==> src/rtl/riscv_pkg.sv <==
// Shared RISC-V encoder types: immediate formats and datapath widths.
package riscv_pkg;

    localparam int XLEN  = 32;
    localparam int FMT_W = 3;
    localparam int CNT_W = 16;

    localparam logic [CNT_W-1:0] CNT_MAX = '1;

    typedef enum logic [FMT_W-1:0] {
        FMT_I = 3'd0,
        FMT_S = 3'd1,
        FMT_B = 3'd2,
        FMT_U = 3'd3,
        FMT_J = 3'd4
    } fmt_e;

endpackage

==> src/rtl/imm_packer.sv <==
// Combinational immediate packer and range check.
module imm_packer
    import riscv_pkg::*;
(
    input  logic [FMT_W-1:0] fmt,
    input  logic [XLEN-1:0]  imm,
    input  logic [XLEN-1:0]  base,
    output logic [XLEN-1:0]  instr,
    output logic             err
);

    logic i_ok;
    logic b_ok;
    logic u_ok;
    logic j_ok;

    // Sign-extension checks: upper bits must all be copies of the field MSB.
    assign i_ok = (&imm[31:11]) | ~(|imm[31:11]);
    assign b_ok = ((&imm[31:12]) | ~(|imm[31:12])) & ~imm[0];
    assign u_ok = ~(|imm[11:0]);
    assign j_ok = ((&imm[31:20]) | ~(|imm[31:20])) & ~imm[0];

    always_comb begin
        instr = base;
        err   = 1'b0;
        case (fmt)
            FMT_I: begin
                instr[31:20] = imm[11:0];
                err          = ~i_ok;
            end
            FMT_S: begin
                instr[31:25] = imm[11:5];
                instr[11:7]  = imm[4:0];
                err          = ~i_ok;
            end
            FMT_B: begin
                instr[31]    = imm[12];
                instr[30:25] = imm[10:5];
                instr[11:8]  = imm[4:1];
                instr[7]     = imm[11];
                err          = ~b_ok;
            end
            FMT_U: begin
                instr[31:12] = imm[31:12];
                err          = ~u_ok;
            end
            FMT_J: begin
                instr[31]    = imm[20];
                instr[30:21] = imm[10:1];
                instr[20]    = imm[11];
                instr[19:12] = imm[19:12];
                err          = ~j_ok;
            end
            default: err = 1'b1;
        endcase
    end

endmodule

==> src/rtl/imm_encoder.sv <==
// Two-stage immediate encoder pipeline with valid/ready handshakes
// and a saturating error counter.
module imm_encoder
    import riscv_pkg::*;
(
    input  logic             clk,
    input  logic             rst_n,
    input  logic             in_valid,
    output logic             in_ready,
    input  logic [FMT_W-1:0] in_fmt,
    input  logic [XLEN-1:0]  in_imm,
    input  logic [XLEN-1:0]  in_base,
    output logic             out_valid,
    input  logic             out_ready,
    output logic [XLEN-1:0]  out_instr,
    output logic             out_err,
    output logic [CNT_W-1:0] err_count
);

    logic            s1_valid;
    logic [XLEN-1:0] s1_instr;
    logic            s1_err;
    logic [XLEN-1:0] pk_instr;
    logic            pk_err;
    logic            en1;
    logic            en2;

    imm_packer u_packer (
        .fmt   (in_fmt),
        .imm   (in_imm),
        .base  (in_base),
        .instr (pk_instr),
        .err   (pk_err)
    );

    assign en2      = ~out_valid | out_ready;
    assign en1      = ~s1_valid | en2;
    assign in_ready = en1;

    always_ff @(posedge clk or negedge rst_n) begin
        if (!rst_n) begin
            s1_valid <= 1'b0;
            s1_instr <= '0;
            s1_err   <= 1'b0;
        end else if (en1) begin
            s1_valid <= in_valid;
            if (in_valid) begin
                s1_instr <= pk_instr;
                s1_err   <= pk_err;
            end
        end
    end

    // out_valid doubles as s2_valid; data only moves when a beat moves.
    always_ff @(posedge clk or negedge rst_n) begin
        if (!rst_n) begin
            out_valid <= 1'b0;
            out_instr <= '0;
            out_err   <= 1'b0;
        end else if (en2) begin
            out_valid <= s1_valid;
            if (s1_valid) begin
                out_instr <= s1_instr;
                out_err   <= s1_err;
            end
        end
    end

    always_ff @(posedge clk or negedge rst_n) begin
        if (!rst_n) begin
            err_count <= '0;
        end else if (out_valid && out_ready && out_err
                     && err_count != CNT_MAX) begin
            err_count <= err_count + 1'b1;
        end
    end

endmodule

==> config.mk <==
export PLATFORM = sky130hd
export DESIGN_NAME = imm_encoder
export DESIGN_NICKNAME = d
export VERILOG_FILES = /design/src/rtl/riscv_pkg.sv /design/src/rtl/imm_packer.sv /design/src/rtl/imm_encoder.sv
export SDC_FILE = /design/constraint.sdc
export NUM_CORES = 1
export LEC_CHECK = 0
export ABC_AREA = 1
export BUFFER_PORTS_ARGS = -buffer_cell sky130_fd_sc_hd__buf_2
export CORE_ASPECT_RATIO = 2
export CORE_MARGIN = 4
export CORE_UTILIZATION = 43
export DETAILED_ROUTE_END_ITERATION = 12
export PLACE_DENSITY = 0.68
export SYNTH_ARGS = -nofsm -noshare
export SYNTH_HDL_FRONTEND = slang
export SYNTH_HIERARCHICAL = 1
export SYNTH_SLANG_ARGS = --single-unit
==> constraint.sdc <==
create_clock -name clk -period 2.3 [get_ports clk]
set_clock_uncertainty 0.15 [all_clocks]
set_input_delay 0.46 -clock clk [delete_from_list [all_inputs] [get_ports clk]]
set_output_delay 0.46 -clock clk [all_outputs]
set_load 0.005 [all_outputs]
== After elaboration in Yosys (flattened, before gate mapping) ==
Index checks and enable logic that the tools add are counted.
Widths: inputs -> output; s select.

* Add/subtract/negate cells: 1
* Equality and inequality tests: 5
* Muxes and demuxes: 5
* Bitwise logic cells: 16
* Reduce and logical (&&, ||, !) cells: 15

{| class="wikitable"
|+ Operator list
! cell !! count
|-
| $pmux 7 s4 || 1
|-
| $reduce_or 12->1 || 2
|-
| $reduce_and 21->1 || 1
|-
| $reduce_or 21->1 || 1
|-
| $reduce_and 20->1 || 1
|-
| $reduce_or 20->1 || 1
|-
| $add 16x1->16 const B || 1
|-
| $ne 16x16->1 const B || 1
|-
| $pmux 5 s3 || 1
|-
| $reduce_and 12->1 || 1
|-
| $pmux 5 s2 || 1
|-
| $not 1->1 || 9
|-
| $mux 8 || 1
|-
| $eq 3x2->1 const B || 2
|-
| $or 1x1->1 || 5
|-
| $pmux 1 s4 || 1
|-
| $reduce_and 2->1 || 2
|-
| $reduce_or 2->1 || 2
|-
| $eq 3x1->1 const B || 1
|-
| $eq 3x3->1 const B || 1
|-
| $logic_and 1x1->1 || 3
|-
| $logic_not 3->1 || 1
|-
| $and 1x1->1 || 2
|}

* Bits in registers: 84
* Input bits: 71
* Output and inout bits: 51

== Logic depth before layout (Yosys ltp) ==
Gate-level depths: netlist (run 1).

* Depth after elaboration: 6
* Mapped depth: 11
* Depth with buffers taken out: 11

== Modules after synthesis ==
The synthesis (run 1) kept the hierarchy.

{| class="wikitable"
|+ By module, submodules not included
! module !! instances !! cells each !! area an instance (sq um) !! seq. area each (sq um)
|-
| imm_encoder || 1 || 342 || 3,529.6 || 2,102.0
|-
| imm_packer || 1 || 188 || 884.6 || 0.0
|}

== Worst setup path after synthesis (run 1) ==
OpenSTA, ideal clock, no wires.

* Path type: input port to flip-flop
* Start: input in_fmt[0]
* End: register s1_instr[14]
* Arrival: 1.278 ns
* Required time: 2.025 ns
* Path slack: 0.748 ns
* Cell stages on the path: 8
* Path buffers: 1
* Cell sequence: nor2_4 inv_4 nand2_4 nand2_4 buf_6 nand2_2 o21ai_2 mux2_2

* Longest elaborated chain between the ends: 3
* Elaborated cells on any way between the ends: 4

{| class="wikitable"
|+ RTL lines
! what !! RTL line !! RTL
|-
| start: declaration || imm_encoder.sv:10 || <nowiki>input logic [FMT_W-1:0] in_fmt,</nowiki>
|-
| $eq 3x2->1 or $eq 3x3->1 (tied branches) || imm_packer.sv:26 || <nowiki>case (fmt)</nowiki>
|-
| $reduce_or 2->1 (no line) (*) || n/a ||
|-
| $mux 8 (*) || imm_packer.sv:26 ||
|-
| named net pk_instr[14] || imm_encoder.sv:23 || <nowiki>logic [XLEN-1:0] pk_instr;</nowiki>
|-
| end signal: assignment || imm_encoder.sv:48 || <nowiki>s1_instr <= pk_instr;</nowiki>
|-
| end: declaration || imm_encoder.sv:21 || <nowiki>logic [XLEN-1:0] s1_instr;</nowiki>
|}

The timed path passes the listed nets; every way through them passes the cells marked *.
A chain may end at the register's enable or synchronous reset.

== Worst setup path after layout (run 1) ==
* Start: register err_count[1]
* End: register err_count[7]

* Longest elaborated chain between the ends: 2
* Elaborated cells on any way between the ends: 3

{| class="wikitable"
|+ RTL lines
! what !! RTL line !! RTL
|-
| start: declaration || imm_encoder.sv:17 || <nowiki>output logic [CNT_W-1:0] err_count</nowiki>
|-
| start signal: assignment || imm_encoder.sv:74 || <nowiki>err_count <= err_count + 1'b1;</nowiki>
|-
| branches (longest 2 deep; another with $add 16x1->16) || n/a ||
|}

Parallel ways; which one is timed is not known.

==> run metrics, run 1 <==
post-synth top area cell dfrtp_1; Worst EP required 2.36 ns; nets 719; delay-heaviest family, CP simple AND/OR/NAND/NOR gates; worst-path cell chain ha_1 > nand3_1 > inv_2 > nand2_1 > nor2_1 > nor2_1 > buf_4 > nand2_1 > o21ai_2; H-tree depth 3; worst-skew pair later-pin latency 0.33 ns; run status complete, no violations; layout cells sized above 1 30.2%; min cycle time layout roughly 1.7 ns; Initial Util 43.8%; clock share of power between 30% and 40%; total global routing track utilization 19.0%; CTS buffer count 9; die height 151 um; Final GP Congestion 1.02; Post-DRT Antenna Nets 0; Startpoint Class flop; post-synthesis async set-or-reset flop share 100%; worst slew pin tran 0.605 ns; ant diodes 0; VDD IR max 0.000407 V; first-pass GRT wire length 17,800 um; gr ovfl total 0; cts-stage hold buffer count 1; DPL Wire Length roughly 9000 um; Filler cells 971; worst-path fanout max 11; Sw Ratio between 20% and 30%; wire per inst 14.0 um; final hold vios 0; TNS Setup 0 ns; DR pass1 iterations 4; ranking of synthesized cells by area dfrtp_1 48%, nand2_1 14%, mux2_2 7.4%; root cell of the clock tree clkbuf_16; post-route cell area 0.00542 mm^2; number of port buffers 121; synth warn 6; detailed router's first-iteration violation count roughly 150; Pleak 2.72 nW; CP arrival about 1.8 ns; crit path max-delay cell type dfrtp_1; Post-synth EDFFs 0; Slew Limit Fails 0; CP Capture Type flop; Yosys cell types 34; CP bufs+invs 2; Clock Tree Buf Depth 2; Cell Area, Placed between 0.005 and 0.006 mm^2; WL final 11,000 um; Pint 3.26 mW; achievable clock frequency 582 MHz; sequential fraction of the synthesis area 47.6%; vias between 3,000 and 4,000; Hold Crit Class in2reg; initial antenna violation count 0; DP Worst Slack 0.374 ns; Mapped Cells between 500 and 600; Vias per Instance 4.98; Synthesized Nets 602; clk slew on worst S/H paths 0.07 ns; synthesis-stage register bit count 84; clock sinks 84; Syn-to-layout area delta 22.8%; die area roughly 0.012 mm^2; Psw 1.36 mW; Main synth FF type dfrtp_1; Core Area 0.0101 mm^2; critical path type reg2reg; Avg Inst Size Synth 8.33 um^2; I/O Pins 122; post-CTS sizing 0; normalized max-slew margin between 50% and 60%; Sequential Power Share 44.6%; DRC Markers 0; max cap viols 0; number of global-route vias before repair 3,854; PD cells 852 mW/mm^2; final setup fails 0; RSZ-0062 raised after global routing no; # Post-CTS Setup Buffers 0; CTS tree built; synthesized area between 0.004 and 0.005 mm^2; std cell rows 52; Max stage delay on crit path 0.41 ns; Logic pwr share between 20% and 30%; post-synth top area share 47.6%; Setup WS post-layout approximately 0.58 ns; pin count of the biggest net entering global routing 62; Final Cycle Share about three quarters; Chip Width approximately 80 um
-- metrics by stage --
stage / instances / utilization, % / hold WS [ns] / power (mW)
final: 787 / 53.8 / 0.231 / 4.62
after global routing: 787 / 53.8 / 0.222 / 4.93
after CTS: 787 / 53.8 / 0.220 / 4.71
after detailed placement: 770 / 50.6 / 0.229 / 3.22
after global placement: 770 / 50.6 / 0.225 / 3.17
after floorplan: 530 / - / 0.0144 / 2.66
-- cell families after synthesis --
group                      share of synthesized area (%)
and+or+nand+nor                                     27.3
DFF                                                 47.6
buffers and inverters                               7.45
AOI/OAI and AO/OA                                   7.45
muxes                                               8.67
xor gates and xnor gates                            1.19
adders and majority gates                          0.283
-- cell type report --
class | count | area (um^2) | area share [%]
clock buffers | 10 | 239 | 4.41
clock inverters | 6 | 72.6 | 1.34
well taps | 135 | 169 | 3.11
inverters | 43 | 164 | 3.02
multi-input cells | 381 | 1990 | 36.7
flip-flops and latches | 84 | 2100 | 38.8
repair buffers | 128 | 688 | 12.7
-- power groups by stage --
stage / logic [mW] / clock network, mW / registers (mW)
floorplan: 0.595 / 0 / 2.07
global placement: 1.09 / 0 / 2.08
detailed placement: 1.12 / 0 / 2.09
CTS: 1.13 / 1.51 / 2.07
global route: 1.25 / 1.57 / 2.11
finish: 1.10 / 1.46 / 2.06
-- path summary, 6_finish.rpt --
check / slack (ns) / startpoint / depth (start not counted) / end
setup / recovery: 0.58 / err_count[1]$_DFFE_PN0P_ / 9 / err_count[7]$_DFFE_PN0P_
hold / removal: 0.23 / in_base[5] / 3 / s1_instr[5]$_DFFE_PN0P_
setup reg to reg: 0.58 / err_count[1]$_DFFE_PN0P_ / 9 / err_count[7]$_DFFE_PN0P_
hold reg to reg: 0.33 / out_instr[31]$_DFFE_PN0P_ / 2 / out_instr[31]$_DFFE_PN0P_
max in group asynchronous: 0.95 / rst_n / 3 / out_instr[2]$_DFFE_PN0P_
min in group asynchronous: 0.41 / rst_n / 2 / s1_instr[5]$_DFFE_PN0P_
-- sequential cells by signal, summed over array words and instances, names as in the netlist --
| name | flops |
|---|---|
| err_count | 16 |
| out_err | 1 |
| out_instr | 32 |
| out_valid | 1 |
| s1_err | 1 |
| s1_instr | 32 |
| s1_valid | 1 |
-- cell usage after synthesis (5+ instances only) --
cell type / instances
dfrtp_1: 84
nand2_2: 7
o21ai_0: 25
a21oi_1: 17
mux2_1: 5
xnor2_1: 5
buf_4: 10
mux2_2: 29
nand3_1: 25
a31oi_1: 6
nor2_4: 5
nand2_1: 165
buf_2: 5
nor2_1: 67
inv_1: 38
-- layer usage --
metal / share of wire [%] / vias to the layer above / global-route usage [%] / wire [um]
met5: 0 / - / 0 / 0
met3: 5.3 / 27 / 3.87 / 586
met4: 3.4 / 0 / 9.64 / 372
li1: - / 1933 / - / -
met2: 54 / 132 / 34.8 / 5960
met1: 37 / 1827 / 19.9 / 4070
-- cells in the final DEF, fill, tap and decap left out, drive strengths merged, types with 4 or more instances in the layout --
master  synthesis  routed
clkinv          1       4
o211ai          4       4
o21ai          28      28
clkbuf          3      10
a31oi           6       6
inv            42      43
nand3          25      25
a21oi          17      17
nor2           72      72
mux2           34      34
nand4           4       4
buf            19     127
nand2         175     175
dfrtp          84      84
xnor2           5       5
-- worst reg2reg max path: cells and delay by family (launching register included) --
kind	cells	cell delay, ns
fa+ha+maj	1	0.21
simple gates	5	0.46
compound gates	1	0.05
buf+inv	2	0.33
flops	1	0.41
No activity file was read; power rests on OpenSTA's default activity.
==> inputs of run 2 (changes only) <==
==> constraint.sdc (replaced) <==
create_clock -name clk -period 1.7 [get_ports clk]
set_clock_uncertainty 0.15 [all_clocks]
set_input_delay 0.34 -clock clk [delete_from_list [all_inputs] [get_ports clk]]
set_output_delay 0.34 -clock clk [all_outputs]
set_load 0.005 [all_outputs]
==> run 2 against run 1 <==
Die area did not move. Design area increased by 4.3%. Global-route usage is 0.89 points higher. Via count up 1.6%. Critical path type is now reg2out. Largest cell class unchanged. Largest power group unchanged. Highest routed layer unchanged.
==> run metrics, run 2 (synthesis results as in run 1) <==
Pleak 2.85 nW (+4.9%); DRC Markers 0 (unchanged); die height 151 um (unchanged); Slew Limit Fails 0 (unchanged); I/O Pins 122 (unchanged); post-route cell area 0.00566 mm^2 (+4.3%); VDD IR max 0.000658 V (+62%); number of global-route vias before repair 4,000 (+3.8%); CTS tree built; min cycle time layout 1.64 ns; Core Area 0.0101 mm^2 (unchanged); achievable clock frequency 610 MHz; Crit Reg-Reg Endpoint err_count[3]$_DFFE_PN0P_; Hold Crit Class in2reg; Post-DRT Antenna Nets 0 (unchanged); clk slew on worst S/H paths 0.06 ns (about the same); layout cells sized above 1 33.6% (+3.4 points); crit path max-delay cell type dfrtp_1; routed length on met3 561 um (-4.3%); final hold vios 0 (unchanged); std cell rows 52 (unchanged); DPL Wire Length 9430 um (+7.4%); # Post-CTS Setup Buffers 0 (unchanged); met2 WL 6390 um (+7.2%); CP bufs+invs 2 (unchanged); root cell of the clock tree clkbuf_16; hold path startpoint in_valid; total global routing track utilization 19.8% (+0.89 points); H-tree depth 3 (unchanged); Placed Cells 794 (+3.1%); worst-skew pair later-pin latency 0.33 ns (about the same); DR pass1 iterations 4 (unchanged); clock sinks 84 (unchanged); Final GP Congestion 0.974 (-4.2%); vias 3,983 (+1.6%); detailed router's first-iteration violation count 157 (+7.5%); gr ovfl total 0 (unchanged); Startpoint Class flop; M1 wire length 4350 um (+6.8%); commonest non-fill, non-tap cell in the layout nand2_1; Highest Signal Layer met4; wire per inst 14.3 um (+2.5%); commonest cells after routing, fill and taps aside 162 x nand2_1, 120 x buf_2, 83 x dfrtp_1; first-pass GRT wire length 18,500 um (+4.3%); max cap viols 0 (unchanged); critical path type reg2out; initial antenna violation count 0 (unchanged); Overall Power 6.49 mW (+40%); Cell Area, Placed 0.00529 mm^2 (+3.8%); Final Cycle Share 96.4%; Chip Width 79.6 um (unchanged); ant diodes 0 (unchanged); delay-heaviest family, CP flip-flops; Max stage delay on crit path 0.40 ns (about the same); Vias per Instance 4.91 (-1.4%); Worst EP required 1.21 ns (-1.15 ns); number of port buffers 121 (unchanged); hold depth 3 (unchanged); final setup fails 0 (unchanged); Clock Tree Buf Depth 2 (unchanged); worst-path cell chain nand3_1 > buf_4 > buf_2; die area 0.0120 mm^2 (unchanged); flop-to-flop setup slack 0.10 ns (-0.48 ns); worst slew pin tran 0.433 ns (-0.172 ns); RSZ-0062 raised after global routing no; run status complete, no violations; worst-path fanout max 4 (-7); nets 743 (+3.3%); CTS buffer count 9 (unchanged); Syn-to-layout area delta 28.2%; CP arrival 1.15 ns (-0.63 ns); worst r2r src err_count[0]$_DFFE_PN0P_; R2R depth 9 (unchanged); CP Capture Type output port; PD cells 1150 mW/mm^2 (+35%); WL final 11,600 um (+5.6%); normalized max-slew margin 71.1% (+12 points); final non-filler cell total 811 (+3.0%); largest registers out_instr (32), s1_instr (32), err_count (16); pin count of the biggest net entering global routing 39 (-37%); Endpoint, Worst Hold s1_valid$_DFFE_PN0P_; Initial Util 43.8% (unchanged); cell depth of the worst setup path 3 (-6)
[run 2: per-stage QoR]
| stage | TNS, ns | util, % | worst slack [ns] | hold WS (ns) |
|---|---|---|---|---|
| after CTS | 0 | 55.8 | 0.0185 | 0.0998 |
| final | 0 | 56.1 | 0.0606 | 0.110 |
| after floorplan | 0 | - | 0.188 | -0.106 |
| after detailed placement | -0.123 | 52.5 | -0.123 | 0.165 |
| after global routing | 0 | 56.1 | 0.0119 | 0.108 |
| after global placement | -0.164 | 52.5 | -0.164 | 0.156 |
[run 2: layer usage]
layer	vias up	global-route usage (%)
li1	1976	-
met1	1859	21.4
met2	126	37.1
met3	22	3.04
met4	0	8.86
met5	-	0
[run 2: layout make-up]
type,instances,area (um^2)
Clock inverter,6,87.6
Tap cell,135,169
Clock buffer,10,239
Sequential cell,84,2100
Inverter,43,164
Timing Repair Buffer,152,881
Fill cell,940,4430
Multi-Input combinational cell,381,2010
[run 2: worst reg2reg max path, delay by kind of cell, from the launching register on]
kind | cells | cell delay [ns]
simple gates | 6 | 0.47
flops | 1 | 0.36
buf+inv | 2 | 0.29
fa+ha+maj | 1 | 0.21
[run 2: how the worst max path moves through the flow]
stage / start / to / slack (ns)
2_1_floorplan: err_count[0]$_DFFE_PN0P_ / err_count[13]$_DFFE_PN0P_ / 0.19
3_3_place_gp: in_imm[27] / s1_err$_DFFE_PN0P_ / -0.16
3_5_place_dp: in_imm[27] / s1_err$_DFFE_PN0P_ / -0.12
4_1_cts: err_count[0]$_DFFE_PN0P_ / err_count[5]$_DFFE_PN0P_ / 0.02
5_1_grt: err_count[1]$_DFFE_PN0P_ / err_count[15]$_DFFE_PN0P_ / 0.01
6_report: out_valid$_DFFE_PN0P_ / in_ready / 0.06
[run 2: where the power goes]
part / leakage [nW] / internal [mW] / switching (mW)
registers: 1.02 / 2.49 / 0.282
clock network: 0.162 / 1.33 / 0.784
logic: 1.67 / 0.807 / 0.796
total: 2.85 / 4.63 / 1.86
[run 2: timing repair]
action                                 CTS  global route
endpoints found under the hold margin   28             0
hold buffers                             1             0
setup endpoints to repair                0            15
gates resized for setup                  0             7
